## src/rtl/uart_tx.sv

```systemverilog
`default_nettype none
// ============================================================================
// uart_tx : buffered 8N1 UART transmitter with a small byte FIFO
// Revision: 1.0
// ============================================================================
module uart_tx #(
    parameter int CLK_HZ       = 50000000,
    parameter int BIT_RATE     = 9600,
    parameter int PAYLOAD_BITS = 8,
    parameter int STOP_BITS    = 1,
    parameter int FIFO_DEPTH   = 4
) (
    input  logic                          clk,
    input  logic                          resetn,
    output logic                          uart_txd,
    input  logic                          uart_tx_en,
    input  logic [PAYLOAD_BITS-1:0]       uart_tx_data,
    input  logic                          uart_tx_valid,
    output logic                          uart_tx_ready,
    output logic                          uart_tx_busy,
    output logic [$clog2(FIFO_DEPTH):0]   uart_tx_level
);

    localparam int CYCLES_PER_BIT = CLK_HZ / BIT_RATE;
    localparam int CNT_W          = (CYCLES_PER_BIT > 1) ? $clog2(CYCLES_PER_BIT) : 1;
    localparam int PTR_W          = $clog2(FIFO_DEPTH);
    localparam int LVL_W          = PTR_W + 1;
    localparam int BITS_MAX       = (PAYLOAD_BITS > STOP_BITS) ? PAYLOAD_BITS : STOP_BITS;
    localparam int IDX_W          = $clog2(BITS_MAX) + 1;

    localparam logic [CNT_W-1:0] C_CNT_LAST  = CNT_W'(CYCLES_PER_BIT - 1);
    localparam logic [IDX_W-1:0] C_DATA_LAST = IDX_W'(PAYLOAD_BITS - 1);
    localparam logic [IDX_W-1:0] C_STOP_LAST = IDX_W'(STOP_BITS - 1);
    localparam logic [LVL_W-1:0] C_DEPTH     = LVL_W'(FIFO_DEPTH);

    typedef enum logic [1:0] {
        S_IDLE  = 2'd0,
        S_START = 2'd1,
        S_DATA  = 2'd2,
        S_STOP  = 2'd3
    } state_t;

    state_t                    r_state;
    state_t                    w_state_nxt;
    logic [CNT_W-1:0]          r_cnt;
    logic [CNT_W-1:0]          w_cnt_nxt;
    logic [IDX_W-1:0]          r_idx;
    logic [IDX_W-1:0]          w_idx_nxt;
    logic [PAYLOAD_BITS-1:0]   r_shift;
    logic [PAYLOAD_BITS-1:0]   w_shift_nxt;

    logic [PAYLOAD_BITS-1:0]   r_mem [FIFO_DEPTH];
    logic [PTR_W-1:0]          r_wr_ptr;
    logic [PTR_W-1:0]          r_rd_ptr;
    logic [LVL_W-1:0]          r_level;

    logic                      w_push;
    logic                      w_pop;
    logic                      w_has_data;
    logic                      w_bit_end;
    logic [PAYLOAD_BITS-1:0]   w_head;

    assign w_has_data    = (r_level != '0);
    assign w_bit_end     = (r_cnt == C_CNT_LAST);
    assign w_head        = r_mem[r_rd_ptr];
    assign uart_tx_ready = (r_level < C_DEPTH);
    assign w_push        = uart_tx_valid && uart_tx_ready;
    assign uart_tx_level = r_level;
    assign uart_tx_busy  = (r_state != S_IDLE) || w_has_data;

    // Line level decodes from registered state so reset drives it high at once.
    always_comb begin
        case (r_state)
            S_START: uart_txd = 1'b0;
            S_DATA:  uart_txd = r_shift[0];
            default: uart_txd = 1'b1;
        endcase
    end

    always_ff @(posedge clk) begin
        if (w_push) begin
            r_mem[r_wr_ptr] <= uart_tx_data;
        end
    end

    always_ff @(posedge clk or negedge resetn) begin
        if (!resetn) begin
            r_wr_ptr <= '0;
            r_rd_ptr <= '0;
            r_level  <= '0;
        end else begin
            if (w_push) begin
                r_wr_ptr <= r_wr_ptr + PTR_W'(1);
            end
            if (w_pop) begin
                r_rd_ptr <= r_rd_ptr + PTR_W'(1);
            end
            case ({w_push, w_pop})
                2'b10:   r_level <= r_level + LVL_W'(1);
                2'b01:   r_level <= r_level - LVL_W'(1);
                default: r_level <= r_level;
            endcase
        end
    end

    always_ff @(posedge clk or negedge resetn) begin
        if (!resetn) begin
            r_state <= S_IDLE;
            r_cnt   <= '0;
            r_idx   <= '0;
            r_shift <= '0;
        end else begin
            r_state <= w_state_nxt;
            r_cnt   <= w_cnt_nxt;
            r_idx   <= w_idx_nxt;
            r_shift <= w_shift_nxt;
        end
    end

    always_comb begin
        w_state_nxt = r_state;
        w_cnt_nxt   = r_cnt;
        w_idx_nxt   = r_idx;
        w_shift_nxt = r_shift;
        w_pop       = 1'b0;
        case (r_state)
            S_IDLE: begin
                if (uart_tx_en && w_has_data) begin
                    w_pop       = 1'b1;
                    w_shift_nxt = w_head;
                    w_state_nxt = S_START;
                    w_cnt_nxt   = '0;
                    w_idx_nxt   = '0;
                end
            end
            S_START: begin
                if (w_bit_end) begin
                    w_cnt_nxt   = '0;
                    w_idx_nxt   = '0;
                    w_state_nxt = S_DATA;
                end else begin
                    w_cnt_nxt = r_cnt + CNT_W'(1);
                end
            end
            S_DATA: begin
                if (w_bit_end) begin
                    w_cnt_nxt   = '0;
                    w_shift_nxt = r_shift >> 1;
                    if (r_idx == C_DATA_LAST) begin
                        w_idx_nxt   = '0;
                        w_state_nxt = S_STOP;
                    end else begin
                        w_idx_nxt = r_idx + IDX_W'(1);
                    end
                end else begin
                    w_cnt_nxt = r_cnt + CNT_W'(1);
                end
            end
            S_STOP: begin
                if (w_bit_end) begin
                    w_cnt_nxt = '0;
                    if (r_idx == C_STOP_LAST) begin
                        w_idx_nxt = '0;
                        // Chain straight into the next start bit when more data waits.
                        if (uart_tx_en && w_has_data) begin
                            w_pop       = 1'b1;
                            w_shift_nxt = w_head;
                            w_state_nxt = S_START;
                        end else begin
                            w_state_nxt = S_IDLE;
                        end
                    end else begin
                        w_idx_nxt = r_idx + IDX_W'(1);
                    end
                end else begin
                    w_cnt_nxt = r_cnt + CNT_W'(1);
                end
            end
            default: w_state_nxt = S_IDLE;
        endcase
    end

endmodule
`default_nettype wire
```

## config.mk

```make
export PLATFORM = sky130hd
export DESIGN_NAME = uart_tx
export DESIGN_NICKNAME = d
export VERILOG_FILES = /design/src/rtl/uart_tx.sv
export SDC_FILE = /design/constraint.sdc
export NUM_CORES = 1
export LEC_CHECK = 0
export BUFFER_PORTS_ARGS = -buffer_cell sky130_fd_sc_hd__buf_4
export CAP_MARGIN = 10
export CORE_MARGIN = 3
export CORE_UTILIZATION = 53
export DETAILED_ROUTE_END_ITERATION = 6
export PLACE_DENSITY = 0.76
export SYNTH_ARGS = -nofsm -noshare
export SYNTH_HDL_FRONTEND = slang
export SYNTH_SLANG_ARGS = --single-unit
```

## constraint.sdc

```tcl
create_clock -name clk -period 4.59 [get_ports clk]
set_input_delay 0.2295 -clock clk [delete_from_list [all_inputs] [get_ports clk]]
set_output_delay 0.2295 -clock clk [all_outputs]
set_load 0.05 [all_outputs]
```

==> results of run 1 <==
==> cells in the mapped netlist (4+ instances only) <==
library cell	n	area, um2
nand2_1	20	75.1
xnor2_1	5	43.8
inv_1	14	52.6
nand2b_1	6	37.5
edfxtp_1	32	961
o31ai_1	4	30.0
mux2i_1	8	80.1
ha_1	14	175
and2_1	5	31.3
o21ai_1	8	40.0
xor2_1	5	43.8
nand3_1	11	55.1
nor2_1	11	41.3
o21ai_0	18	90.1
mux4_2	8	180
dfrtp_1	34	851
==> logic make-up after synthesis <==
family                   share of synthesized area (%)
adder cells (fa/ha/maj)                           6.07
flip-flops                                        56.3
AO/OA/AOI/OAI                                     10.7
XOR/XNOR                                          2.72
buffers and inverters                             2.80
AND/OR/NAND/NOR                                   12.8
multiplexers                                      8.56
==> registers in the layout, summed over array words and instances, names as in the netlist <==
signal / flops
uart_tx_level: 3
r_shift: 8
r_state: 2
r_idx: 4
r_wr_ptr: 2
r_cnt: 13
r_mem: 32
r_rd_ptr: 2
==> worst reg2reg max path, delay by kind of cell (launching register included) <==
| family | cells | cell delay, ns |
|---|---|---|
| simple gates | 3 | 0.48 |
| flops | 1 | 0.43 |
| fa+ha+maj | 3 | 1.01 |
| xor+xnor | 2 | 0.27 |
| compound gates | 1 | 0.35 |
| buf+inv | 1 | 0.06 |
==> routing by layer <==
| layer | GRT usage, % | share of wire (%) |
|---|---|---|
| met5 | 0 | 0 |
| met4 | 7.89 | 1.7 |
| met1 | 25.1 | 51 |
| met2 | 24.9 | 44 |
| met3 | 3.85 | 3.7 |
==> through the flow <==
stage          hold slack [ns]  instances  instance area, um2
2_1_floorplan          -0.0661        249                3220
3_3_place_gp             0.211        332                3400
3_5_place_dp             0.210        332                3400
4_1_cts                 0.0777        349                3610
5_1_grt                 0.0810        349                3610
6_report                0.0909        349                3610
==> power by group <==
part | switching [mW] | leakage (nW) | total, mW | internal [mW]
logic | 0.164 | 0.585 | 0.244 | 0.0804
registers | 0.0348 | 0.699 | 0.722 | 0.687
clock network | 0.207 | 0.102 | 0.510 | 0.304
==> worst max-delay path by stage <==
stage                           startpoint                            to  depth (start not counted)
global route        r_state[0]$_DFFE_PN0P_  uart_tx_level[2]$_DFFE_PN0P_                         10
finish              r_state[0]$_DFFE_PN0P_  uart_tx_level[2]$_DFFE_PN0P_                         10
floorplan           r_state[0]$_DFFE_PN0P_  uart_tx_level[2]$_DFFE_PN0P_                         10
CTS                 r_state[0]$_DFFE_PN0P_  uart_tx_level[2]$_DFFE_PN0P_                         10
detailed placement  r_state[0]$_DFFE_PN0P_  uart_tx_level[2]$_DFFE_PN0P_                         10
global placement    r_state[0]$_DFFE_PN0P_  uart_tx_level[2]$_DFFE_PN0P_                         10
==> cell type report <==
class                           instances  area [um2]
Multi-Input combinational cell        163        1320
Inverter                               14        52.6
Clock inverter                          4        68.8
Sequential cell                        66        1810
Timing Repair Buffer                   18         138
Tap cell                               72        90.1
Clock buffer                           12         135
Fill cell                             453        2060
==> results.toml, run 1 <==
[route]
wl_um = 5380
num_vias = 1916
vias_per_cell = 5.49
first_pass_iters = 4
drt_drc_violations_left = 0
drtIter0Drc = 140
postRouteAntennaNets = 0
wire_per_inst_um = 15.4

[critical_path]
critical_path_class = "reg2reg"
required_ns = 4.85
worstPathBufferInverterCount = 1
rr_worst_depth = 10
arrival_ns = 2.93
cp-end-kind = "register"
path_max_fanout = 8
r2r_slack_ns = 1.92
cp_top_family = "adder cells"
slowest_stage = "dfrtp_1"
timing.rr.start = "r_state[0]$_DFFE_PN0P_"
startpoint_type = "register"
r2r_end = "uart_tx_level[2]$_DFFE_PN0P_"
cpMostUsedCell = "ha_1"
slowest_delay_ns = 0.43
path_cells = "ha_1 -> and4bb_1 -> nand4_1 -> a211oi_2 -> ha_1 -> inv_1 -> fa_1 -> xor2_1 -> nor2_1 -> xnor2_1"

[floorplan]
row_count = 27
die_w_um = 83.9
die_y_um = 83.9
die-area_mm2 = 0.00704
initial_utilization_pct = 56.7
boundaryPins = 18
core_mm2 = 0.00568

[clock_network]
htree_levels = 3
post_cts_resized = 0
cts-root-buf = "clkbuf_8"
clkSlewWorstSetupHoldPaths_ns = 0.07
hold_buffers = 1
cts_sinks = 66
clk_path_buf_depth = 2
worstSkewPairLatency_ns = 0.33
cts_inserted_buffers = 9
cts_tree = "built"
post_cts_buffers = 0

[placed_design]
post-place-ws_ns = 1.91
gp_congestion = 0.788
dp_hpwl_um = 3750
io_buffer_count = 17

[global_routing]
grt_max_degree = 35
grt_usage_pct = 17.3
grt_pass1_vias = 1906
grt_pass1_wl_um = 9600
antenna_found_initial = 0
grt_overflow_total = 0

[timing]
final_max_slew_viol_count = 0
finalWorstSetupSlack_ns = 1.92
clock.fmax_ghz = 0.374
timing.final.crit_share_pct = 58.2
slew_headroom_pct = 53.1
tightest_slew_ns = 0.703
fin_crit_ns = 2.67
skew_ns = 0.00620
rsz0062_at_grt = "no"
hold_viol_final = 0
finalSetupViolCount = 0
setup-tns-final_ns = 0

[pwr]
finalPower_mw = 1.48
powerDensity_mw_per_mm2 = 409
peakVddDrop_v = 0.000388
p_leak_nw = 1.39

[yosys]
seq_area_frac_synth_pct = 56.3
synth_edf_count = 32
ys_types = 46
yosys_warnings = 0
syn-instance-count = 249
ys.flop_type = "dfrtp_1"
async_flop_share_pct = 51.5
synthesis.nets = 276
syn_area_mm2 = 0.00322
synth.avg_cell_area_um2 = 12.9
synth_seq_cells = 66

[worst_hold_path]
holdPathStages = 1
hold_path_class = "in2reg"
min_from = "uart_tx_data[7]"
worstHoldEndpoint = "r_mem[3][7]$_DFFE_PP_"

[layout]
drive_gt1_share_pct = 20.2
final_cell_mix = "dfrtp_1 (34), edfxtp_1 (32), nand2_1 (20)"
antennaDiodeCount = 0
area_delta_synth_final_pct = 12.3
final_common_cell = "dfrtp_1"
post-route-util_pct = 63.6
nNetsFinal = 299

[run]
drv_cap = 0

[outcome]
outcome = "completed"
Note: power is estimated with default switching activity, not from simulation.
==> run 2, diff against run 1 <==
- clock period: 4.59 -> 2.6 ns (I/O delays scaled with it)
==> results.toml, run 2 (same netlist as run 1, synthesis figures left out) <==
[floorplan]
row_count = 27
die-area_mm2 = 0.00704
core_mm2 = 0.00568
die_y_um = 83.9
initial_utilization_pct = 56.7
die_w_um = 83.9
boundaryPins = 18

[global_routing]
busiest_layer = "met2"
grt_pass1_wl_um = 9930
grt_pass1_vias = 1991
met2_usage_pct = 26.5
grtUsageMet1_pct = 26.1
grt_max_degree = 35
antenna_found_initial = 0
grt_usage_pct = 18.2
gr-usage-met3_pct = 3.55
grt_overflow_total = 0

[route]
wl_um = 5910
drtIter0Drc = 126
postRouteAntennaNets = 0
first_pass_iters = 4
vias_per_cell = 5.46
drt_drc_violations_left = 0
wire_per_inst_um = 16.3
num_vias = 1981

[layout]
nNetsFinal = 313
largest_register_ffs = 32
area_delta_synth_final_pct = 15.0
antennaDiodeCount = 0
seq_area_mm2 = 0.00181
final_common_cell = "dfrtp_1"
nFillCells = 429
largest-register = "r_mem"
final_cell_mix = "dfrtp_1 (34), edfxtp_1 (32), buf_4 (23)"
multi_input_area_mm2 = 0.00132
reg.largest.list = "r_mem: 32 flops, r_cnt: 13 flops, r_shift: 8 flops"
drive_gt1_share_pct = 22.0

[timing]
hold_viol_final = 0
finalSetupViolCount = 0
fin_crit_ns = 2.48
setup-tns-final_ns = 0
timing.final.crit_share_pct = 95.2
tightest_slew_ns = 0.584
final_max_slew_viol_count = 0
skew_ns = 0.0102
rsz0062_at_grt = "no"
slew_headroom_pct = 61.1
finalWorstSetupSlack_ns = 0.124
clock.fmax_ghz = 0.404

[critical_path]
arrival_ns = 2.72
rr_worst_depth = 10
required_ns = 2.85
path_max_fanout = 5
startpoint_type = "register"
timing.rr.start = "r_cnt[0]$_DFFE_PN0P_"
critical_path_class = "reg2reg"
r2r_end = "uart_tx_level[2]$_DFFE_PN0P_"
r2r_slack_ns = 0.12
cp-end-kind = "register"

[clock_network]
clkSlewWorstSetupHoldPaths_ns = 0.07
cts_inserted_buffers = 9
cts_sinks = 66
cts-root-buf = "clkbuf_8"
worstSkewPairLatency_ns = 0.34
cts_tree = "built"
htree_levels = 3
clk_path_buf_depth = 2

[placed_design]
gp_congestion = 0.787
io_buffer_count = 17
post-place-ws_ns = 0.0568
dp_hpwl_um = 4030

[pwr]
clock_power_share_pct = 29.4
p_int_mw = 1.71
power_frac_seq_pct = 52.0
peakVddDrop_v = 0.000665
p_comb_share_pct = 18.6
switchingPower_mw = 0.748
p_leak_nw = 1.42
swShare_pct = 30.5
powerDensity_mw_per_mm2 = 664

[outcome]
outcome = "completed"

[run]
drv_cap = 0

[worst_hold_path]
hold_path_class = "in2async"
## run 2: changes by cell type in the layout (fill, tap and decap cells not counted)
cell and delta:
buf_4 +6, clkbuf_1 -2, bufinv_16 -2, clkinv_1 +2, clkinvlp_4 +3, ha_1 -2
dlygate4sd3_1 +8, clkinv_2 -1, ha_2 +2
## run 2: per-stage QoR
stage	cells	power (mW)	hold slack (ns)	util, %	instance area, um2
3_5_place_dp	337	1.74	0.109	60.5	3430
6_report	363	2.45	0.274	65.2	3700
3_3_place_gp	337	1.73	0.113	60.5	3430
2_1_floorplan	249	1.59	-0.166	-	3220
5_1_grt	363	2.57	0.296	65.2	3700
4_1_cts	362	2.47	0.257	64.9	3690
## run 2: worst max-delay path by stage
stage                     depth (start not counted)                            to              startpoint  slack (ns)
after floorplan                                  10  uart_tx_level[2]$_DFFE_PN0P_  r_state[0]$_DFFE_PN0P_        0.18
after global placement                           10  uart_tx_level[2]$_DFFE_PN0P_    r_cnt[0]$_DFFE_PN0P_        0.20
after detailed placement                         10  uart_tx_level[2]$_DFFE_PN0P_    r_cnt[0]$_DFFE_PN0P_        0.06
after CTS                                        10  uart_tx_level[2]$_DFFE_PN0P_    r_cnt[0]$_DFFE_PN0P_        0.03
after global routing                             10  uart_tx_level[2]$_DFFE_PN0P_    r_cnt[0]$_DFFE_PN0P_       0.009
final                                            10  uart_tx_level[2]$_DFFE_PN0P_    r_cnt[0]$_DFFE_PN0P_        0.12
## run 2: timing repair
action,4_1_cts,5_1_grt
buffers inserted,0,1
setup endpoints to repair,0,1
hold buffers,9,0
gates resized for setup,0,2
hold endpoints to repair,66,0
## run 2: power by group through the flow
stage	Clock, mW	Sequential, mW	Combinational (mW)
final	0.723	1.28	0.457
after CTS	0.735	1.28	0.460
after detailed placement	0	1.30	0.445
after floorplan	0	1.36	0.224
after global routing	0.773	1.29	0.503
after global placement	0	1.29	0.441
## run 2: layout make-up
type | count | area share (%)
clock buffer | 10 | 3.45
clock inverter | 6 | 0.913
inverter | 14 | 1.42
multi-input combinational | 163 | 35.7
sequential | 66 | 49.0
tap | 72 | 2.44
timing repair buffer | 32 | 7.10
## run 2: layer usage
| layer | vias up | wire (um) | share of wire, % |
|---|---|---|---|
| li1 | 979 | - | - |
| met1 | 933 | 2890 | 49 |
| met2 | 58 | 2620 | 44 |
| met3 | 11 | 273 | 4.6 |
| met4 | 0 | 126 | 2.1 |
| met5 | - | 0 | 0 |
## run 2: critical path, stage by stage (launching register included)
cell and delay [ns]:
dfrtp_1 0.41, ha_2 0.24, and4bb_4 0.25, nand4_1 0.11
a211oi_2 0.28, ha_1 0.24, inv_1 0.06, fa_1 0.37
xor2_1 0.15, nor2_1 0.13, xnor2_1 0.15
==> run 3, diff against run 2 <==
==> constraint.sdc (replaced) <==
create_clock -name clk -period 2.6 [get_ports clk]
set_input_delay 0.52 -clock clk [delete_from_list [all_inputs] [get_ports clk]]
set_output_delay 0.52 -clock clk [all_outputs]
set_load 0.05 [all_outputs]
==> results.toml, run 3 (same netlist as run 1, synthesis figures left out) <==
[outcome]
outcome = "completed"

[global_routing]
grt_pass1_wl_um = 9990
gr-usage-met3_pct = 5.23
busiest_layer = "met2"
antenna_found_initial = 0
grt_max_degree = 35
grt_pass1_vias = 2056
met2_usage_pct = 27.5
grt_overflow_total = 0
grt_usage_pct = 18.4
grtUsageMet1_pct = 25.3

[floorplan]
row_count = 27
die-area_mm2 = 0.00704
die_w_um = 83.9
core_mm2 = 0.00568
boundaryPins = 18
initial_utilization_pct = 56.7
die_y_um = 83.9

[route]
vias_per_cell = 5.62
wire_per_inst_um = 16.5
drtIter0Drc = 114
num_vias = 2006
wl_um = 5880
drt_drc_violations_left = 0
postRouteAntennaNets = 0
first_pass_iters = 4

[timing]
skew_ns = 0.00651
clock.fmax_ghz = 0.412
finalSetupViolCount = 0
hold_ws_ns = 0.110
timing.final.crit_share_pct = 93.5
slew_headroom_pct = 56.7
hold_viol_final = 0
final_max_slew_viol_count = 0
tightest_slew_ns = 0.649
fin_crit_ns = 2.43

[layout]
antennaDiodeCount = 0
post-route-util_pct = 65.8
post-route-cell-area_mm2 = 0.00373
largest_register_ffs = 32
area_delta_synth_final_pct = 16.0
drive_gt1_share_pct = 26.0
largest-register = "r_mem"
final_cell_mix = "dfrtp_1 (33), edfxtp_1 (32), buf_4 (26)"
nNetsFinal = 307
reg.largest.list = "r_mem: 32 flops, r_cnt: 13 flops, r_shift: 8 flops"
final_common_cell = "dfrtp_1"

[critical_path]
worstPathBufferInverterCount = 1
cpMostUsedCell = "ha_2"
path_max_fanout = 4
slowest_delay_ns = 0.41
slowest_stage = "dfrtp_1"
arrival_ns = 2.69
required_ns = 2.86
r2r_slack_ns = 0.17
critical_path_class = "reg2reg"
cp-end-kind = "register"
timing.rr.start = "r_cnt[1]$_DFFE_PN0P_"
cp_top_family = "adder cells"
startpoint = "r_cnt[1]$_DFFE_PN0P_"
startpoint_type = "register"
path_cells = "ha_2 -> and4bb_4 -> nand4_1 -> a211oi_4 -> ha_2 -> inv_1 -> fa_2 -> xor2_1 -> nor2_1 -> xnor2_1"

[clock_network]
cts_inserted_buffers = 9
cts_sinks = 66
clkSlewWorstSetupHoldPaths_ns = 0.08
cts-root-buf = "clkbuf_8"
htree_levels = 3
cts_tree = "built"
clk_path_buf_depth = 2
worstSkewPairLatency_ns = 0.34

[worst_hold_path]
hold_path_class = "in2async"

[pwr]
powerDensity_mw_per_mm2 = 748
p_leak_nw = 1.45
peakVddDrop_v = 0.000876

[placed_design]
gp_congestion = 0.834
place_area_mm2 = 0.00343
dp_hpwl_um = 3890
io_buffer_count = 17

[run]
drv_cap = 0
run 3: worst paths after layout:
path,to,cells past startpoint
worst max-delay path,uart_tx_level[2]$_DFFE_PN0P_,10
min in group clk,r_mem[2][7]$_DFFE_PP_,1
worst min register to register,r_shift[0]$_DFFE_PN0P_,2
worst min-delay path,r_shift[5]$_DFFE_PN0P_,1
worst max register to register,uart_tx_level[2]$_DFFE_PN0P_,10
max in group asynchronous,r_state[0]$_DFFE_PN0P_,1
run 3: per-layer routing:
layer  share of wire [%]  vias to the layer above
met5                   0                        -
met4                 1.5                        0
met3                 3.4                        8
met2                  47                       42
met1                  48                      992
li1                    -                      964
run 3: through the flow:
step / worst slack, ns / power (mW) / TNS [ns] / cells
final: 0.170 / 2.79 / 0 / 357
after global routing: -0.00584 / 2.91 / -0.00584 / 357
after CTS: 0.0176 / 2.81 / 0 / 352
after detailed placement: 0.0523 / 1.74 / 0 / 336
after global placement: 0.205 / 1.73 / 0 / 336
after floorplan: 0.183 / 1.59 / 0 / 249
run 3: cell type report:
cell class	instances	area [um2]
Clock buffer	9	124
Clock inverter	7	124
Fill cell	421	1940
Timing Repair Buffer	26	195
Inverter	14	52.6
Tap cell	72	90.1
Sequential cell	66	1810
Multi-Input combinational cell	163	1330
run 3: what timing repair did:
item,in CTS,in global routing
buffers inserted,0,5
endpoints found under the setup margin,0,1
hold buffers,0,0
resized for setup,0,5
run 3: report_power, final:
| part | internal (mW) | switching [mW] | total [mW] |
|---|---|---|---|
| clock network | 0.645 | 0.420 | 1.07 |
| logic | 0.153 | 0.297 | 0.450 |
| registers | 1.21 | 0.0630 | 1.27 |
| total | 2.01 | 0.781 | 2.79 |
